## config.mk

```make
export PLATFORM = sky130hd
export DESIGN_NAME = bist_response_analyzer
export DESIGN_NICKNAME = d
export VERILOG_FILES = /design/src/rtl/bist_pkg.sv /design/src/rtl/bist_misr.sv /design/src/rtl/bist_response_analyzer.sv
export SDC_FILE = /design/constraint.sdc
export NUM_CORES = 1
export LEC_CHECK = 0
export CELL_PAD_IN_SITES_DETAIL_PLACEMENT = 1
export CELL_PAD_IN_SITES_GLOBAL_PLACEMENT = 2
export CORE_AREA = 2 2 60 62
export CTS_CLUSTER_DIAMETER = 120
export DETAILED_ROUTE_END_ITERATION = 16
export DIE_AREA = 0 0 62 64
export PLACE_DENSITY_LB_ADDON = 0.1
export SLEW_MARGIN = 20
export SYNTH_ARGS = -nofsm -noshare
export SYNTH_HDL_FRONTEND = slang
export SYNTH_SLANG_ARGS = --single-unit
```

## constraint.sdc

```tcl
create_clock -name clk -period 1.4 [get_ports clk]
set_input_delay 0.14 -clock clk [delete_from_list [all_inputs] [get_ports clk]]
set_output_delay 0.14 -clock clk [all_outputs]
set_load 0.01 [all_outputs]
```

## src/rtl/bist_pkg.sv

```systemverilog
// BIST response analyzer shared types, default parameters and MISR step function.
// Latency: n/a (package).
// Backpressure: n/a (package).
package bist_pkg;

    typedef enum logic [2:0] {
        IDLE    = 3'd0,
        SHIFT   = 3'd1,
        CAPTURE = 3'd2,
        UNLOAD  = 3'd3,
        DONE    = 3'd4
    } state_t;

    localparam int          DEF_CHAIN_LEN    = 8;
    localparam int          DEF_NUM_PATTERNS = 16;
    localparam logic [7:0]  DEF_MISR_POLY    = 8'h1D;
    localparam logic [7:0]  DEF_MISR_SEED    = 8'hFF;

    // One serial MISR step: shift left, fold in the incoming bit through the taps.
    function automatic logic [7:0] misr_step(input logic [7:0] sig,
                                             input logic       din,
                                             input logic [7:0] poly);
        logic fb;
        fb = sig[7] ^ din;
        return {sig[6:0], 1'b0} ^ (fb ? poly : 8'h00);
    endfunction

endpackage

```

## src/rtl/bist_misr.sv

```systemverilog
// Serial-input 8-bit MISR; clr reloads the seed, en compacts one din bit.
// Latency: signature reflects din one clock after the enabled edge.
// Backpressure: none; updates only when en is high, clr has priority.
module bist_misr
    import bist_pkg::*;
#(
    parameter logic [7:0] POLY = DEF_MISR_POLY,
    parameter logic [7:0] SEED = DEF_MISR_SEED
) (
    input  logic       clk,
    input  logic       rst,
    input  logic       clr,
    input  logic       en,
    input  logic       din,
    output logic [7:0] sig
);

    // Seed on reset or clear, otherwise compact one bit per enabled cycle.
    always_ff @(posedge clk or posedge rst) begin
        if (rst) begin
            sig <= SEED;
        end else if (clr) begin
            sig <= SEED;
        end else if (en) begin
            sig <= misr_step(sig, din, POLY);
        end
    end

endmodule

```

## src/rtl/bist_response_analyzer.sv

```systemverilog
// Output-side BIST controller: sequences scan_en and compacts scan_out into an MISR,
// done 152 cycles (default) after an accepted start; pass registered on entry to DONE.
// No backpressure: start is sampled only in IDLE/DONE and ignored while busy.
// Optional BIST_FAULT_INJECT_EN adds fault_inj, which inverts the compacted bit.
module bist_response_analyzer
    import bist_pkg::*;
#(
    parameter int         CHAIN_LEN    = DEF_CHAIN_LEN,
    parameter int         NUM_PATTERNS = DEF_NUM_PATTERNS,
    parameter logic [7:0] MISR_POLY    = DEF_MISR_POLY,
    parameter logic [7:0] MISR_SEED    = DEF_MISR_SEED,
    parameter logic [7:0] GOLDEN_SIG   = 8'h00
) (
    input  logic       clk,
    input  logic       rst,
    input  logic       start,
    input  logic       scan_out,
`ifdef BIST_FAULT_INJECT_EN
    input  logic       fault_inj,
`endif
    output logic       scan_en,
    output logic       busy,
    output logic       done,
    output logic       pass,
    output logic [7:0] signature
);

    localparam int BIT_W = (CHAIN_LEN    > 1) ? $clog2(CHAIN_LEN)    : 1;
    localparam int PAT_W = (NUM_PATTERNS > 1) ? $clog2(NUM_PATTERNS) : 1;
    localparam logic [BIT_W-1:0] LAST_BIT = BIT_W'(CHAIN_LEN - 1);
    localparam logic [PAT_W-1:0] LAST_PAT = PAT_W'(NUM_PATTERNS - 1);

    state_t           state;
    logic [BIT_W-1:0] bit_cnt;
    logic [PAT_W-1:0] pat_cnt;
    logic             start_ok;
    logic             misr_en;
    logic             misr_din;

    // Outputs are pure decodes of the state register so reset acts on them immediately.
    assign scan_en  = (state != CAPTURE);
    assign busy     = (state == SHIFT) || (state == CAPTURE) || (state == UNLOAD);
    assign done     = (state == DONE);
    assign start_ok = start && ((state == IDLE) || (state == DONE));
    assign misr_en  = (state == SHIFT) || (state == UNLOAD);

`ifdef BIST_FAULT_INJECT_EN
    assign misr_din = scan_out ^ fault_inj;
`else
    assign misr_din = scan_out;
`endif

    // Shift/capture schedule, counters and the registered pass verdict.
    always_ff @(posedge clk or posedge rst) begin
        if (rst) begin
            state   <= IDLE;
            bit_cnt <= '0;
            pat_cnt <= '0;
            pass    <= 1'b0;
        end else begin
            case (state)
                IDLE, DONE: begin
                    if (start_ok) begin
                        state   <= SHIFT;
                        bit_cnt <= '0;
                        pat_cnt <= '0;
                        pass    <= 1'b0;
                    end
                end
                SHIFT: begin
                    if (bit_cnt == LAST_BIT) begin
                        bit_cnt <= '0;
                        state   <= CAPTURE;
                    end else begin
                        bit_cnt <= bit_cnt + 1'b1;
                    end
                end
                CAPTURE: begin
                    pat_cnt <= pat_cnt + 1'b1;
                    state   <= (pat_cnt == LAST_PAT) ? UNLOAD : SHIFT;
                end
                UNLOAD: begin
                    if (bit_cnt == LAST_BIT) begin
                        bit_cnt <= '0;
                        state   <= DONE;
                        // The MISR takes its last update on this same edge, so judge the
                        // value it is about to hold rather than the current one.
                        pass    <= (misr_step(signature, misr_din, MISR_POLY) == GOLDEN_SIG);
                    end else begin
                        bit_cnt <= bit_cnt + 1'b1;
                    end
                end
                default: begin
                    state <= IDLE;
                end
            endcase
        end
    end

    bist_misr #(
        .POLY (MISR_POLY),
        .SEED (MISR_SEED)
    ) u_misr (
        .clk (clk),
        .rst (rst),
        .clr (start_ok),
        .en  (misr_en),
        .din (misr_din),
        .sig (signature)
    );

endmodule
```

==> results.ini, run 1 <==
[layout]
diodes = 0
nNetsFinal = 140
stdcell_count = 178
drive_gt1_share_pct = 55.3
syn2layout_area_growth_pct = 65.3
stdcell_area_sq_mm = 0.00152
final_core_util_pct = 46.4

[die]
die_h_um = 64
fp-row-count = 21
die_w_um = 62
io_pins = 16
design.die.area_sq_mm = 0.00397
start_util_pct = 28.1
core_area_sq_mm = 0.00328

[critical_path]
timing.critical_path.cells = buf_6, buf_6, buf_6, nor3b_4, buf_6, nor2_4, mux2_4
cp_slowest_cell = dfrtp_1
r2r-start = state[1]
crit_top_cell = buf_6
critical_path_required_ns = 1.59
worstPathArrival_ns = 1.69
start_kind = flop
critPathMaxStageDelay_ns = 0.41
reg2regPathDepth = 7
setup.worst_path.class = reg -> reg
end_kind = flop
crit_family = buffers and inverters
cp_max_fo = 3
worst-path-buf-inv = 4
crit_start = state[1]
path_depth = 7

[sta]
max_slew_margin_pct = 80.5
rsz0062_at_grt = true
worst_pin_slew_ns = 0.292
finalCritPeriodShare_pct = 107
drv_slew = 0
fin_ws_ns = -0.0963
period_minus_slack_ns = 1.50
whs_ns = 0.169
final-hold-violation-count = 0
setup_viol = 9
max_freq_ghz = 0.668
fin_skew_ns = 0.00549
fin_tns_setup_ns = -0.407

[drt]
top_layer = met4
route.met2.wl_um = 1410
met1_length_um = 1180
drc = 0
via_per_inst = 4.57
finalWirelength_um = 2670
firstDrtPassIters = 4
routed-via-count = 813
wl_met3_um = 64
ant_nets = 0
wl_per_cell_um = 15.0
drt_iter0_drc = 7

[power_and_ir_drop]
p_per_area_mw_per_mm2 = 2230
p_leak_nw = 0.704
power_mw = 3.40
ir_drop_mv = 0.938

[cts]
h-tree-depth = 1
cts_tree = done
cts_root_buf = clkbuf_4
clk_pin_slew_ns = 0.12
cts_made_buffers = 3
clock-sinks = 19
cts_hold_buf = 0
cts_buffer_depth = 2
clk_latency_ns = 0.30

[global_routing]
track_usage_pct = 15.3
grt_pass1_vias = 942
grt_pass1_wl_um = 4470
grt_max_degree = 20
grt_overflow = 0
antenna_found_initial = 0

[synth]
yosys.area.top_type = dfrtp_1
synth_most_common_cell = nand2_1
synth_commonest_cells = nand2_1, dfrtp_1, dfstp_2
ys_async_sr_fraction_pct = 100
syn_nets = 93
netlist_area_sq_um = 922
synth_cells = 86
ys_seq_area_share_pct = 52.6
synth_flop_cell = dfrtp_1
synth_cell_types = 32
synth_warnings = 0
synth_top_area_share_pct = 29.9
ys_top_cells_by_area = dfrtp_1, dfstp_2, nand2_1, ha_1, o21ai_0
synth.avg_cell_area_sq_um = 10.7
synth-seq-cells = 19
synth_edf_count = 0

[run_status]
violations = negative setup slack
status = finished with violations

[placement]
place_area_sq_mm = 0.00126
place_ws_ns = -0.214
place_hpwl_um = 1740
place_inst = 163
gp_congestion = 0.713
io_buffers = 15

[min_path]
holdCritPathClass = in -> async

[job]
drv_cap = 0

[path summary, 6_finish.rpt]
| check | endpoint | slack, ns |
|---|---|---|
| worst max-delay path | pat_cnt[0] | -0.1 |
| worst min-delay path | state[2] | 0.17 |
| worst max register to register | pat_cnt[0] | -0.1 |
| worst min register to register | u_misr.sig[7] | 0.51 |
| max in group asynchronous | u_misr.sig[3] | 0.96 |
| min in group clk | state[2] | 0.46 |
[cell usage in the layout, fill, tap and decap left out, types with 4 or more instances in the layout]
cell              n
nand2_1          10
dfrtp_1           9
dlygate4sd2_1     4
buf_6            10
clkdlybuf4s15_1   4
o21ai_2           5
buf_4            22
dfstp_2           8
[routing by layer]
layer / up-vias / global-route usage [%]
met5: - / 0
met1: 406 / 19.8
met3: 2 / 1.82
li1: 394 / -
met2: 11 / 25.4
met4: 0 / 5.59
[state kept, by name, summed over array words and instances (netlist names)]
name        cells
u_misr.sig      8
bit_cnt         3
state           3
pass            1
pat_cnt         4
[worst register-to-register path, delay by kind of cell (launching register included)]
| kind | cells | cell delay [ns] |
|---|---|---|
| buffers and inverters | 4 | 0.49 |
| flip-flops | 1 | 0.41 |
| multiplexers | 1 | 0.26 |
| AND/OR/NAND/NOR | 2 | 0.24 |
[timing repair]
action / in CTS / in global routing
pin swaps: 5 / 11
setup buffers: 9 / 3
endpoints found under the hold margin: 0 / 0
setup endpoints to repair: 18 / 26
resized for setup: 32 / 38
[cell type report]
type                       instances  area, sq um
fill                             368         1760
clock buffer                       4         26.3
tap                               46         57.6
inverter                           3         11.3
multi-input combinational         60          536
sequential                        19          488
timing repair buffer              46          405
[cell families (layout without fill, tap and decap cells)]
kind of cell,count (synthesis),count (layout),synth area share (%)
compound gates,17,17,12.8
xor+xnor,4,4,3.80
fa+ha+maj,3,3,4.07
buf+inv,7,53,3.80
flops,19,19,52.6
mux,4,4,4.61
simple gates,32,32,18.3
[report_power, final]
group	total (mW)	switching, mW	internal [mW]	leakage [nW]
clock	0.294	0.182	0.111	0.0150
combinational	2.06	0.930	1.13	0.465
sequential	1.05	0.181	0.873	0.223
Note: power is estimated with default switching activity, not from simulation.
==> inputs of run 2 (changes only) <==
- SKIP_LAST_GASP: not set -> 1
==> results.ini, run 2 (synthesis results as in run 1) <==
[layout]
mostFrequentLayoutCells = buf_4, nand2_1, dfrtp_1, buf_6, dfstp_2  ; was buf_4, nand2_1, buf_6, dfrtp_1, dfstp_2
drive_gt1_share_pct = 53.8  ; was 55.3%
nNetsFinal = 140  ; unchanged
regMostFlops = u_misr.sig  ; unchanged
nFillCells = 368  ; unchanged
final_common_cell = buf_4  ; unchanged
layout.area.seq_sq_um = 488  ; unchanged
final_core_util_pct = 45.7  ; was 46.4%
multi_input_area_sq_um = 519  ; was 536 sq um
largestRegisters = u_misr.sig (8), pat_cnt (4)  ; unchanged
syn2layout_area_growth_pct = 62.7  ; was 65.3%
diodes = 0  ; unchanged
largest_register_ffs = 8  ; unchanged

[sta]
drv_slew = 0  ; unchanged
period_minus_slack_ns = 1.50  ; about the same
max_freq_ghz = 0.667  ; was 0.668 GHz
worst_pin_slew_ns = 0.292  ; about the same
setup_viol = 9  ; unchanged
max_slew_margin_pct = 80.5  ; about the same
whs_ns = 0.170  ; was 0.169 ns
final-hold-violation-count = 0  ; unchanged
rsz0062_at_grt = true  ; unchanged
fin_skew_ns = 0.00398  ; was 0.00549 ns
fin_ws_ns = -0.0995  ; was -0.0963 ns
fin_tns_setup_ns = -0.401  ; was -0.407 ns
finalCritPeriodShare_pct = 107  ; about the same

[global_routing]
grt_overflow = 0  ; unchanged
grt_pass1_vias = 943  ; was 942
antenna_found_initial = 0  ; unchanged
grt_pass1_wl_um = 4450  ; was 4470 um
grt_max_degree = 20  ; unchanged
track_usage_pct = 15.2  ; was 15.3%

[die]
start_util_pct = 28.1  ; unchanged
core_area_sq_mm = 0.00328  ; unchanged
die_w_um = 62  ; unchanged
design.die.area_sq_mm = 0.00397  ; unchanged
fp-row-count = 21  ; unchanged
die_h_um = 64  ; unchanged
io_pins = 16  ; unchanged

[critical_path]
setup.worst_path.class = reg -> reg  ; unchanged
start_kind = flop  ; unchanged
cp_max_fo = 3  ; unchanged
critical_path_required_ns = 1.59  ; about the same
end_kind = flop  ; unchanged
worstPathArrival_ns = 1.69  ; about the same
reg2regPathDepth = 7  ; unchanged

[cts]
clock-sinks = 19  ; unchanged
cts_buffer_depth = 2  ; unchanged
cts_tree = done  ; unchanged
cts_root_buf = clkbuf_4  ; unchanged
clk_latency_ns = 0.30  ; about the same
h-tree-depth = 1  ; unchanged
cts_made_buffers = 3  ; unchanged
clk_pin_slew_ns = 0.11  ; was 0.12 ns
cts_hold_buf = 0  ; unchanged

[drt]
drt_iter0_drc = 14  ; was 7
drc = 0  ; unchanged
via_per_inst = 4.67  ; was 4.57
routed-via-count = 831  ; was 813
firstDrtPassIters = 2  ; was 4
ant_nets = 0  ; unchanged
wl_per_cell_um = 14.8  ; was 15.0 um
finalWirelength_um = 2630  ; was 2670 um

[power_and_ir_drop]
p_per_area_mw_per_mm2 = 2230  ; about the same
p_leak_nw = 0.695  ; was 0.704 nW
ir_drop_mv = 0.934  ; was 0.938 mV
power_mw = 3.35  ; was 3.40 mW

[min_path]
holdCritPathClass = in -> async  ; unchanged

[run_status]
violations = negative setup slack  ; unchanged
status = finished with violations  ; unchanged

[placement]
place_ws_ns = -0.214  ; unchanged
io_buffers = 15  ; unchanged
place_hpwl_um = 1740  ; unchanged
gp_congestion = 0.713  ; unchanged

[job]
drv_cap = 0  ; unchanged

-- run 2: final timing paths --
path | start | slack, ns | to
min in group clk | start | 0.47 | state[2]
max in group asynchronous | rst | 0.96 | u_misr.sig[3]
max | state[1] | -0.1 | pat_cnt[0]
min reg2reg | u_misr.sig[6] | 0.50 | u_misr.sig[7]
max reg2reg | state[1] | -0.1 | pat_cnt[0]
min | rst | 0.17 | state[2]
-- run 2: what timing repair did --
item,in CTS,in global routing
hold endpoints to repair,0,0
endpoints found under the setup margin,18,26
buffers inserted,9,2
pin swaps,2,12
resized for setup,26,39
-- run 2: where the power goes --
group	internal [mW]	total [mW]	switching, mW	leakage [nW]
logic	1.10	2.01	0.911	0.457
clock network	0.111	0.288	0.177	0.0150
registers	0.873	1.05	0.176	0.223
-- run 2: per-stage QoR --
step / area, sq um / instances
6_report: 1500 / 178
5_1_grt: 1500 / 178
4_1_cts: 1400 / 176
3_5_place_dp: 1260 / 163
3_3_place_gp: 1260 / 163
2_1_floorplan: 922 / 86
-- run 2: critical path: stages (launching register included) --
cell     delay [ns]
dfrtp_1        0.41
buf_6          0.12
buf_6          0.11
buf_4          0.13
nor3b_4        0.19
buf_6          0.13
nor2_2         0.04
mux2_4         0.25
-- run 2: layout make-up --
cell class                 count  share of cell area (%)
sequential                    19                    32.5
inverter                       3                   0.751
clock buffer                   4                    1.75
tap                           46                    3.84
timing repair buffer          46                    26.5
multi-input combinational     60                    34.6
-- run 2: per-layer routing --
layer  part of all wire [%]  track usage (%)  vias to the layer above  wire, um
li1                       -                -                      398         -
met1                     45             19.9                      416      1190
met2                     51             24.6                       13      1350
met3                    2.1             1.82                        4        56
met4                    1.2             6.38                        0        32
met5                      0                0                        -         0
